$ cat src/rtl/icache_pkg.sv
`default_nettype none
// ============================================================================
//  Module   : icache_pkg
//  Brief    : Shared types and constants for the direct-mapped instruction
//             cache (FSM encoding, block geometry, instruction width).
//  Revision : 1.0 - initial release
// ============================================================================
package icache_pkg;

  // Block geometry: one line holds a 16-byte memory block
  localparam int BLOCK_BYTES     = 16;
  localparam int BLOCK_BITS      = 128;
  localparam int OFFSET_BITS     = 4;

  // Fetch side
  localparam int INSTR_BITS      = 32;
  localparam int ADDR_BITS       = 32;
  localparam int BLOCK_ADDR_BITS = ADDR_BITS - OFFSET_BITS;

  // Miss-handling controller states
  typedef enum logic [1:0] {
    ST_IDLE     = 2'd0,
    ST_MEM_READ = 2'd1,
    ST_UPDATE   = 2'd2
  } state_e;

endpackage
`default_nettype wire

$ cat src/rtl/icache_tag_array.sv
`default_nettype none
// ============================================================================
//  Module   : icache_tag_array
//  Brief    : Valid/tag storage for the instruction cache. Valid bits clear
//             asynchronously on RESET; tags are left unreset. A combinational
//             compare against the lookup tag produces hit.
//  Revision : 1.0 - initial release
// ============================================================================
module icache_tag_array
  import icache_pkg::*;
#(
  parameter int INDEX_BITS = 3,
  parameter int TAG_BITS   = BLOCK_ADDR_BITS - INDEX_BITS
) (
  input  logic                  CLK,
  input  logic                  RESET,
  input  logic [INDEX_BITS-1:0] rd_index,
  input  logic [TAG_BITS-1:0]   rd_tag,
  output logic                  hit,
  input  logic                  wr_en,
  input  logic [INDEX_BITS-1:0] wr_index,
  input  logic [TAG_BITS-1:0]   wr_tag
);

  localparam int LINES = 1 << INDEX_BITS;

  logic [LINES-1:0]    valid_q, valid_d;
  logic [TAG_BITS-1:0] tag_q [LINES];
  logic [TAG_BITS-1:0] tag_d [LINES];

  // Line fill: mark the selected line valid and record its tag
  always_comb begin
    valid_d = valid_q;
    tag_d   = tag_q;
    if (wr_en) begin
      valid_d[wr_index] = 1'b1;
      tag_d[wr_index]   = wr_tag;
    end
  end

  // Valid bits are the only state invalidated by reset
  always_ff @(posedge CLK or posedge RESET) begin
    if (RESET) valid_q <= '0;
    else       valid_q <= valid_d;
  end

  // Tag storage needs no reset; it is qualified by the valid bit
  always_ff @(posedge CLK) begin
    tag_q <= tag_d;
  end

  assign hit = valid_q[rd_index] && (tag_q[rd_index] == rd_tag);

endmodule
`default_nettype wire

$ cat src/rtl/icache.sv
`default_nettype none
// ============================================================================
//  Module   : icache
//  Brief    : Direct-mapped read-only instruction cache. Hits return the
//             instruction in the same cycle; misses stall fetch, read one
//             128-bit block from memory, fill the line and then hit.
//  Revision : 1.0 - initial release
// ============================================================================
module icache
  import icache_pkg::*;
#(
  parameter int INDEX_BITS = 3
) (
  input  logic                       CLK,
  input  logic                       RESET,
  input  logic                       PC_READ,
  input  logic [ADDR_BITS-1:0]       PC_ADDR,
  output logic [INSTR_BITS-1:0]      INSTR,
  output logic                       CPU_BUSYWAIT,
  output logic                       MEM_READ_EN,
  output logic [BLOCK_ADDR_BITS-1:0] MEM_READ_ADDR,
  input  logic                       MEM_BUSYWAIT,
  input  logic [BLOCK_BITS-1:0]      MEM_READ_DATA
);

  localparam int TAG_BITS = BLOCK_ADDR_BITS - INDEX_BITS;
  localparam int LINES    = 1 << INDEX_BITS;

  state_e                     state_q, state_d;
  logic [BLOCK_ADDR_BITS-1:0] miss_addr_q, miss_addr_d;
  logic [BLOCK_BITS-1:0]      fill_q, fill_d;
  logic [BLOCK_BITS-1:0]      data_q [LINES];
  logic [BLOCK_BITS-1:0]      data_d [LINES];

  // Fetch address split; the byte-within-word bits are not used
  logic [TAG_BITS-1:0]   pc_tag;
  logic [INDEX_BITS-1:0] pc_index;
  logic [1:0]            pc_word;
  logic                  unused_pc_lsbs;
  logic                  hit;
  logic                  line_write;
  logic [INDEX_BITS-1:0] fill_index;
  logic [TAG_BITS-1:0]   fill_tag;

  assign pc_tag         = PC_ADDR[ADDR_BITS-1:OFFSET_BITS+INDEX_BITS];
  assign pc_index       = PC_ADDR[OFFSET_BITS+INDEX_BITS-1:OFFSET_BITS];
  assign pc_word        = PC_ADDR[3:2];
  assign unused_pc_lsbs = ^PC_ADDR[1:0];

  // The fill always targets the latched miss address, not the live PC
  assign line_write = (state_q == ST_UPDATE);
  assign fill_index = miss_addr_q[INDEX_BITS-1:0];
  assign fill_tag   = miss_addr_q[BLOCK_ADDR_BITS-1:INDEX_BITS];

  icache_tag_array #(
    .INDEX_BITS (INDEX_BITS),
    .TAG_BITS   (TAG_BITS)
  ) u_tag_array (
    .CLK      (CLK),
    .RESET    (RESET),
    .rd_index (pc_index),
    .rd_tag   (pc_tag),
    .hit      (hit),
    .wr_en    (line_write),
    .wr_index (fill_index),
    .wr_tag   (fill_tag)
  );

  // Selected word of the addressed line; meaningful only on a hit
  assign INSTR = data_q[pc_index][{pc_word, 5'b0} +: INSTR_BITS];

  // State and miss address register; reset aborts any miss in flight
  always_ff @(posedge CLK or posedge RESET) begin
    if (RESET) begin
      state_q     <= ST_IDLE;
      miss_addr_q <= '0;
    end else begin
      state_q     <= state_d;
      miss_addr_q <= miss_addr_d;
    end
  end

  // Next-state logic, miss address latch and block capture
  always_comb begin
    state_d     = state_q;
    miss_addr_d = miss_addr_q;
    fill_d      = fill_q;
    case (state_q)
      ST_IDLE: begin
        if (PC_READ && !hit) begin
          miss_addr_d = PC_ADDR[ADDR_BITS-1:OFFSET_BITS];
          state_d     = ST_MEM_READ;
        end
      end
      ST_MEM_READ: begin
        if (!MEM_BUSYWAIT) begin
          fill_d  = MEM_READ_DATA;
          state_d = ST_UPDATE;
        end
      end
      ST_UPDATE: state_d = ST_IDLE;
      default:   state_d = ST_IDLE;
    endcase
  end

  // Output decode: memory request only in MEM_READ, stall on miss or refill
  always_comb begin
    MEM_READ_EN   = (state_q == ST_MEM_READ);
    MEM_READ_ADDR = miss_addr_q;
    CPU_BUSYWAIT  = (state_q != ST_IDLE) || (PC_READ && !hit);
  end

  // Data array write port: refill the missed line during UPDATE
  always_comb begin
    data_d = data_q;
    if (line_write) data_d[fill_index] = fill_q;
  end

  // Fill buffer and data array carry no reset; validity lives in the tag array
  always_ff @(posedge CLK) begin
    fill_q <= fill_d;
    data_q <= data_d;
  end

endmodule
`default_nettype wire

$ cat config.mk
export PLATFORM = sky130hd
export DESIGN_NAME = icache
export DESIGN_NICKNAME = d
export VERILOG_FILES = /design/src/rtl/icache_pkg.sv /design/src/rtl/icache_tag_array.sv /design/src/rtl/icache.sv
export SDC_FILE = /design/constraint.sdc
export NUM_CORES = 1
export LEC_CHECK = 0
export CORE_UTILIZATION = 36
export CTS_CLUSTER_DIAMETER = 30
export DETAILED_ROUTE_END_ITERATION = 6
export PLACE_DENSITY = 0.51
export SYNTH_ARGS = -nofsm -noshare
export SYNTH_HDL_FRONTEND = slang
export SYNTH_SLANG_ARGS = --single-unit
$ cat constraint.sdc
create_clock -name CLK -period 16.3 [get_ports CLK]
set_input_delay 4.075 -clock CLK [delete_from_list [all_inputs] [get_ports CLK]]
set_output_delay 4.075 -clock CLK [all_outputs]
set_load 0.01 [all_outputs]
Yosys cells after proc, flatten, opt, wreduce, memory -nomap -nowiden
Cells that the tools add are included.
{"block": "op_classes", "n_lt_le_gt_ge": 6, "n_eq_ne": 5, "shifts": 1, "muxes": 19, "n_bitwise": 4, "reduce_logical": 11}
{"op": "1024-bit bitwise mux", "n": 1}
{"op": "128-bit binary-select mux with 3-bit select", "n": 1}
{"op": "128-bit demux with 3-bit select", "n": 1}
{"op": "128-bit 2-to-1 mux", "n": 3}
{"op": "200-bit bitwise mux", "n": 1}
{"op": "128-bit by 8-bit variable part select with 32-bit output", "n": 1}
{"op": "25-bit binary-select mux with 3-bit select", "n": 1}
{"op": "25-bit demux with 3-bit select", "n": 1}
{"op": "25-bit 2-to-1 mux", "n": 3}
{"op": "25-bit == test", "n": 1}
{"op": "4-bit greater-or-equal comparator (second input constant)", "n": 2}
{"op": "3-bit by 4-bit < comparator with 1-bit output (second input constant)", "n": 2}
{"op": "3-bit NOT with 4-bit output", "n": 2}
{"op": "8-bit bitwise OR", "n": 1}
{"op": "2-bit AND reduction", "n": 3}
{"op": "1-bit logical AND", "n": 4}
{"op": "4-bit by 1-bit < comparator with 1-bit output (second input constant)", "n": 1}
{"op": "2-bit 2-to-1 mux", "n": 2}
{"op": "2-bit != test (second input constant)", "n": 2}
{"op": "2-bit one-hot mux with 2 select lines", "n": 1}
{"op": "1-bit binary-select mux with 3-bit select", "n": 1}
{"op": "1-bit demux with 3-bit select", "n": 1}
{"op": "3-bit by 1-bit greater-or-equal comparator with 1-bit output (second input constant)", "n": 1}
{"op": "2-bit by 1-bit == test with 1-bit output (second input constant)", "n": 1}
{"op": "7 further kinds", "n": 8}
{"block": "word_totals", "regBits": 1390, "inputBits": 164, "out_inout_bits": 62, "word_cells": 66}

Logic depth before layout (Yosys ltp)
{"block": "depth", "depth_word": 10, "depth_mapped": 13}

Cells and area by module
From an unflattened synthesis, not the netlist that was laid out.
{"block": "hier_totals", "hier_cells": 2834, "area_unflattened_um2": 53019.6}
{"mod": "icache", "instances": 1, "cells_per_inst": 2394, "area_each_um2": 44682.9, "seq_area_each_um2": 35343.9}
{"mod": "icache_tag_array", "instances": 1, "cells_per_inst": 440, "area_each_um2": 8336.7, "seq_area_each_um2": 6206.0}

Worst setup path after synthesis
No wires, ideal clock.
{"block": "synth_timing", "kind": "register -> register", "start": "register miss_addr_q[1] (netlist: MEM_READ_ADDR[1])", "end": "register u_tag_array.valid_q[0]", "t_arrival_ps": 12215, "t_required_ps": 16169, "path_slack_ps": 3954, "path_stages_with_launch": 4, "synth_period_minus_slack_ps": 12346, "path_cell_list": "dfrtp_1 or3b_2 nor3_1 or2_2"}
{"block": "synth_between", "elab_chain_len": 5, "word_cells_on_any_way": 6, "classes_between": "order compare (2); mux (2); bitwise (1); reduce/logical (1)"}
{"element": "from (decl)", "line": "icache.sv:30", "text": "logic [BLOCK_ADDR_BITS-1:0] miss_addr_q, miss_addr_d;"}
{"element": "from (signal assigned)", "line": "icache.sv:79", "text": "miss_addr_q <= miss_addr_d;"}
{"element": "3-bit by 4-bit < comparator with 1-bit output (implied by the code) / 3-bit by 1-bit greater-or-equal comparator with 1-bit output (equally long branches)", "line": "icache_tag_array.sv:36", "text": "valid_d[wr_index] = 1'b1;"}
{"element": "1-bit logical AND (implied by the code)", "line": "icache_tag_array.sv:36"}
{"element": "1-bit 2-to-1 mux (implied by the code)", "line": "icache_tag_array.sv:36"}
{"element": "1-bit demux with 3-bit select (*)"}
{"element": "8-bit bitwise OR (no source line) (*)"}
{"element": "to (signal assigned)", "line": "icache_tag_array.sv:44", "text": "else valid_q <= valid_d;"}
{"element": "to (decl)", "line": "icache_tag_array.sv:27", "text": "logic [LINES-1:0] valid_q, valid_d;"}
Every way passes the cells marked *; elsewhere a longest branch is shown, timed or not.
A chain may end at the register's enable or synchronous reset.

Final worst setup path
{"block": "layout_timing", "start": "input PC_ADDR[4]", "end": "output CPU_BUSYWAIT"}
{"block": "layout_between", "elab_chain_len": 9, "word_cells_on_any_way": 11, "classes_between": "eq/ne (1); mux (5); bitwise (1); reduce/logical (4)"}
{"element": "from (decl)", "line": "icache.sv:17", "text": "input logic [ADDR_BITS-1:0] PC_ADDR,"}
{"element": "3-bit NOT with 4-bit output (implied by the code)", "line": "icache_tag_array.sv:52", "text": "assign hit = valid_q[rd_index] && (tag_q[rd_index] == rd_tag);"}
{"element": "25-bit binary-select mux with 3-bit select", "line": "icache_tag_array.sv:52"}
{"element": "25-bit 2-to-1 mux (implied by the code) (2 in series)", "line": "icache_tag_array.sv:52"}
{"element": "25-bit == test", "line": "icache_tag_array.sv:52"}
{"element": "1-bit logical AND (*)", "line": "icache_tag_array.sv:52"}
{"element": "1-bit logical NOT (*)", "line": "icache.sv:110", "text": "CPU_BUSYWAIT = (state_q != ST_IDLE) || (PC_READ && !hit);"}
{"element": "1-bit logical AND (*)", "line": "icache.sv:110"}
{"element": "1-bit logical OR (*)", "line": "icache.sv:110"}
{"element": "to (decl)", "line": "icache.sv:19", "text": "output logic CPU_BUSYWAIT,"}
Every way passes the cells marked *; elsewhere a longest branch is shown, timed or not. The select of a mux whose other input is x is not followed.

==> impl_metrics.py <==
metrics = {
    "setup_path": {
        "r2r_start": "state_q[0]",
        "startpoint": "PC_ADDR[4]",
        "crit_path_end_kind": "output pin",
        "cp_max_fo": 102,
        "required_ns": 12.23,
        "path_class": "primary input to output pin",
        "cp-start-kind": "primary input",
        "arrival_ns": 7.85,
    },
    "clocking": {
        "postCtsSetupRepairBufs": 0,
        "cts.sinks": 1390,
        "cts_max_level": 5,
        "cts_inserted_buffers": 317,
        "cts_tree": "built",
        "path_clk_slew_ns": 0.05,
        "clockBufferDepth": 4,
        "cts_resized": 0,
        "cts-root-buf": "clkbuf_16",
        "cts_hold_buffers": 0,
        "clkLatencyLatePin_ns": 0.86,
    },
    "hold_path": {
        "hp-class": "flop to flop",
        "min_from": "u_tag_array.valid_q[6]",
    },
    "grt": {
        "antenna_found_initial": 14,
        "grt_pass1_wl_um": 178000,
        "use_met2_pct": 27.9,
        "grt_start_max_net_pins": 141,
        "grt.total_usage_pct": 16.9,
        "grt_overflow": 0,
        "grt_pass1_vias": 26500,
        "top_usage_layer": "met2",
        "use_met3_pct": 4.47,
        "use_met1_pct": 21.7,
    },
    "die": {
        "die_area_um2": 146000,
        "core_um2": 143000,
        "die_width_um": 382,
        "die_h_um": 382,
        "rows": 139,
        "initial_core_util_pct": 36.2,
        "io_pins": 226,
    },
    "placement": {
        "dp_cells": 4107,
        "placed_area_um2": 56500,
        "dp_hpwl_um": 61300,
        "portBuffers": 223,
        "gp_congestion": 0.691,
        "dp_slack_ns": 4.18,
    },
    "final_layout": {
        "regArea_um2": 41500,
        "final_common_cell": "edfxtp_1",
        "drive_above_1_share_pct": 34.6,
        "design_area_um2": 66800,
        "fin_util_pct": 46.6,
        "area_delta_synth_final_pct": 28.6,
        "final_nets": 2687,
        "num-fill-cells": 11800,
        "final_cell_mix": "edfxtp_1, mux4_2, clkbuf_16, clkdlybuf4s50_1, mux2_2",
        "final_cells": 4666,
        "multiInputGateArea_um2": 9940,
    },
    "logic_synthesis": {
        "synth_top_cells_by_area": "edfxtp_1, mux4_2, dfrtp_1",
        "seq_area_frac_synth_pct": 80.0,
        "ys_types": 38,
        "syn_area_per_cell_um2": 25.5,
        "async_flop_share_pct": 2.73,
        "synth-main-ff-cell": "edfxtp_1",
        "yosysTopAreaCell": "edfxtp_1",
        "yosys_warnings": 0,
        "yosysTopAreaCellShare_pct": 78.2,
        "syn_inst": 2041,
        "synth_edf_count": 1352,
        "synth.ff_latch_count": 1390,
        "syn-cell-area_um2": 51900,
        "syn_nets": 2205,
    },
    "timing": {
        "hold_viol": 0,
        "finClkSkew_ns": 0.0398,
        "clock.fmax_mhz": 83.8,
        "fin_crit_sh_pct": 73.2,
        "worst_hold_slack_ns": 0.462,
        "slew_headroom_pct": 28.0,
        "worst_slew_pin_slew_ns": 1.08,
        "grt_setup_unrepaired": "no",
        "min_period_ns": 11.93,
        "tns_ns": 0,
        "finalSetupViolCount": 0,
        "fin_ws_ns": 4.37,
        "slew_violations": 0,
    },
    "detailed_routing": {
        "via_per_inst": 5.03,
        "wire_per_inst_um": 26.1,
        "antenna_left": 0,
        "drt_first_pass_iters": 5,
        "via_count": 23500,
        "wl_um": 122000,
        "remaining_drc_errors": 0,
        "drt-initial-drc-count": 1557,
    },
    "pwr": {
        "p_sw_share_pct": 21.4,
        "power.density_nw_per_um2": 166,
        "sequentialPowerShare_pct": 39.7,
        "switchingPower_mw": 2.38,
        "pwr-share-clk_pct": 54.6,
        "p_total_mw": 11.1,
        "p_leak_nw": 21.8,
        "pwr-share-comb_pct": 5.8,
        "ir_drop_mv": 0.148,
        "intPower_mw": 8.74,
    },
    "run_status": {
        "outcome": "finished clean",
    },
    "flow_run": {
        "cap_violations": 0,
    },
}
[worst max-delay path, stage by stage]
cell and delay [ns]:
buf_8 0.65, buf_12 0.71, mux4_2 0.59, mux2i_1 0.17, xor2_1 0.23, nand4_1 0.11
nor2_1 0.23, and4_1 0.33, o21ai_0 0.10, clkdlybuf4s50_1 0.50
[routing by layer]
metal | vias up | part of all wire, %
li1 | 9908 | -
met1 | 12600 | 42
met2 | 663 | 50
met3 | 256 | 5.7
met4 | 18 | 2.4
met5 | - | 0.10
[cells by family (layout without fill, tap and decap cells)]
kind of cell,Yosys count,count (layout),synth area share (%)
simple gates,59,59,0.650
compound gates,15,15,0.200
xor+xnor,21,21,0.354
buf+inv,98,818,1.00
other cells,0,2,0
mux,458,458,17.8
flops,1390,1390,80.0
[path summary, 6_finish.rpt]
check / end / slack (ns) / cells past startpoint
max reg2reg: data_q[132] / 12.60 / 4
min reg2reg: u_tag_array.valid_q[6] / 0.46 / 1
min: u_tag_array.valid_q[6] / 0.46 / 1
max in group asynchronous: MEM_READ_ADDR[12] / 12.14 / 3
max: CPU_BUSYWAIT / 4.37 / 10
min in group asynchronous: state_q[0] / 3.71 / 3
[state kept, by name, indices dropped and copies added, names as in the netlist]
signal / flops
u_tag_array.valid_q: 8
data_q: 1024
MEM_READ_ADDR: 28
fill_q: 128
state_q: 2
u_tag_array.tag_q: 200
[cell usage after synthesis, types with 10 or more instances]
master	count
nor2_1	10
mux4_2	364
edfxtp_1	1352
clkbuf_1	27
buf_1	19
mux2_2	52
dfrtp_1	38
nand2_1	11
buf_2	32
xor2_1	17
mux2i_1	33
[power by group through the flow]
stage / Sequential (mW) / Clock, mW / Combinational [mW]
finish: 4.41 / 6.07 / 0.640
detailed placement: 4.48 / 0 / 0.660
global placement: 4.45 / 0 / 0.659
CTS: 4.42 / 6.18 / 0.664
floorplan: 4.47 / 0 / 0.337
global route: 4.44 / 6.36 / 0.683
[area by class of cell]
type / instances / share of cell area (%)
antenna: 2 / 0.00749
timing repair buffer: 258 / 3.89
multi-input combinational: 553 / 14.9
inverter: 3 / 0.0169
sequential: 1390 / 62.2
tap: 1903 / 3.56
clock inverter: 188 / 3.01
clock buffer: 369 / 12.5
(Power assumes the default switching activity.)
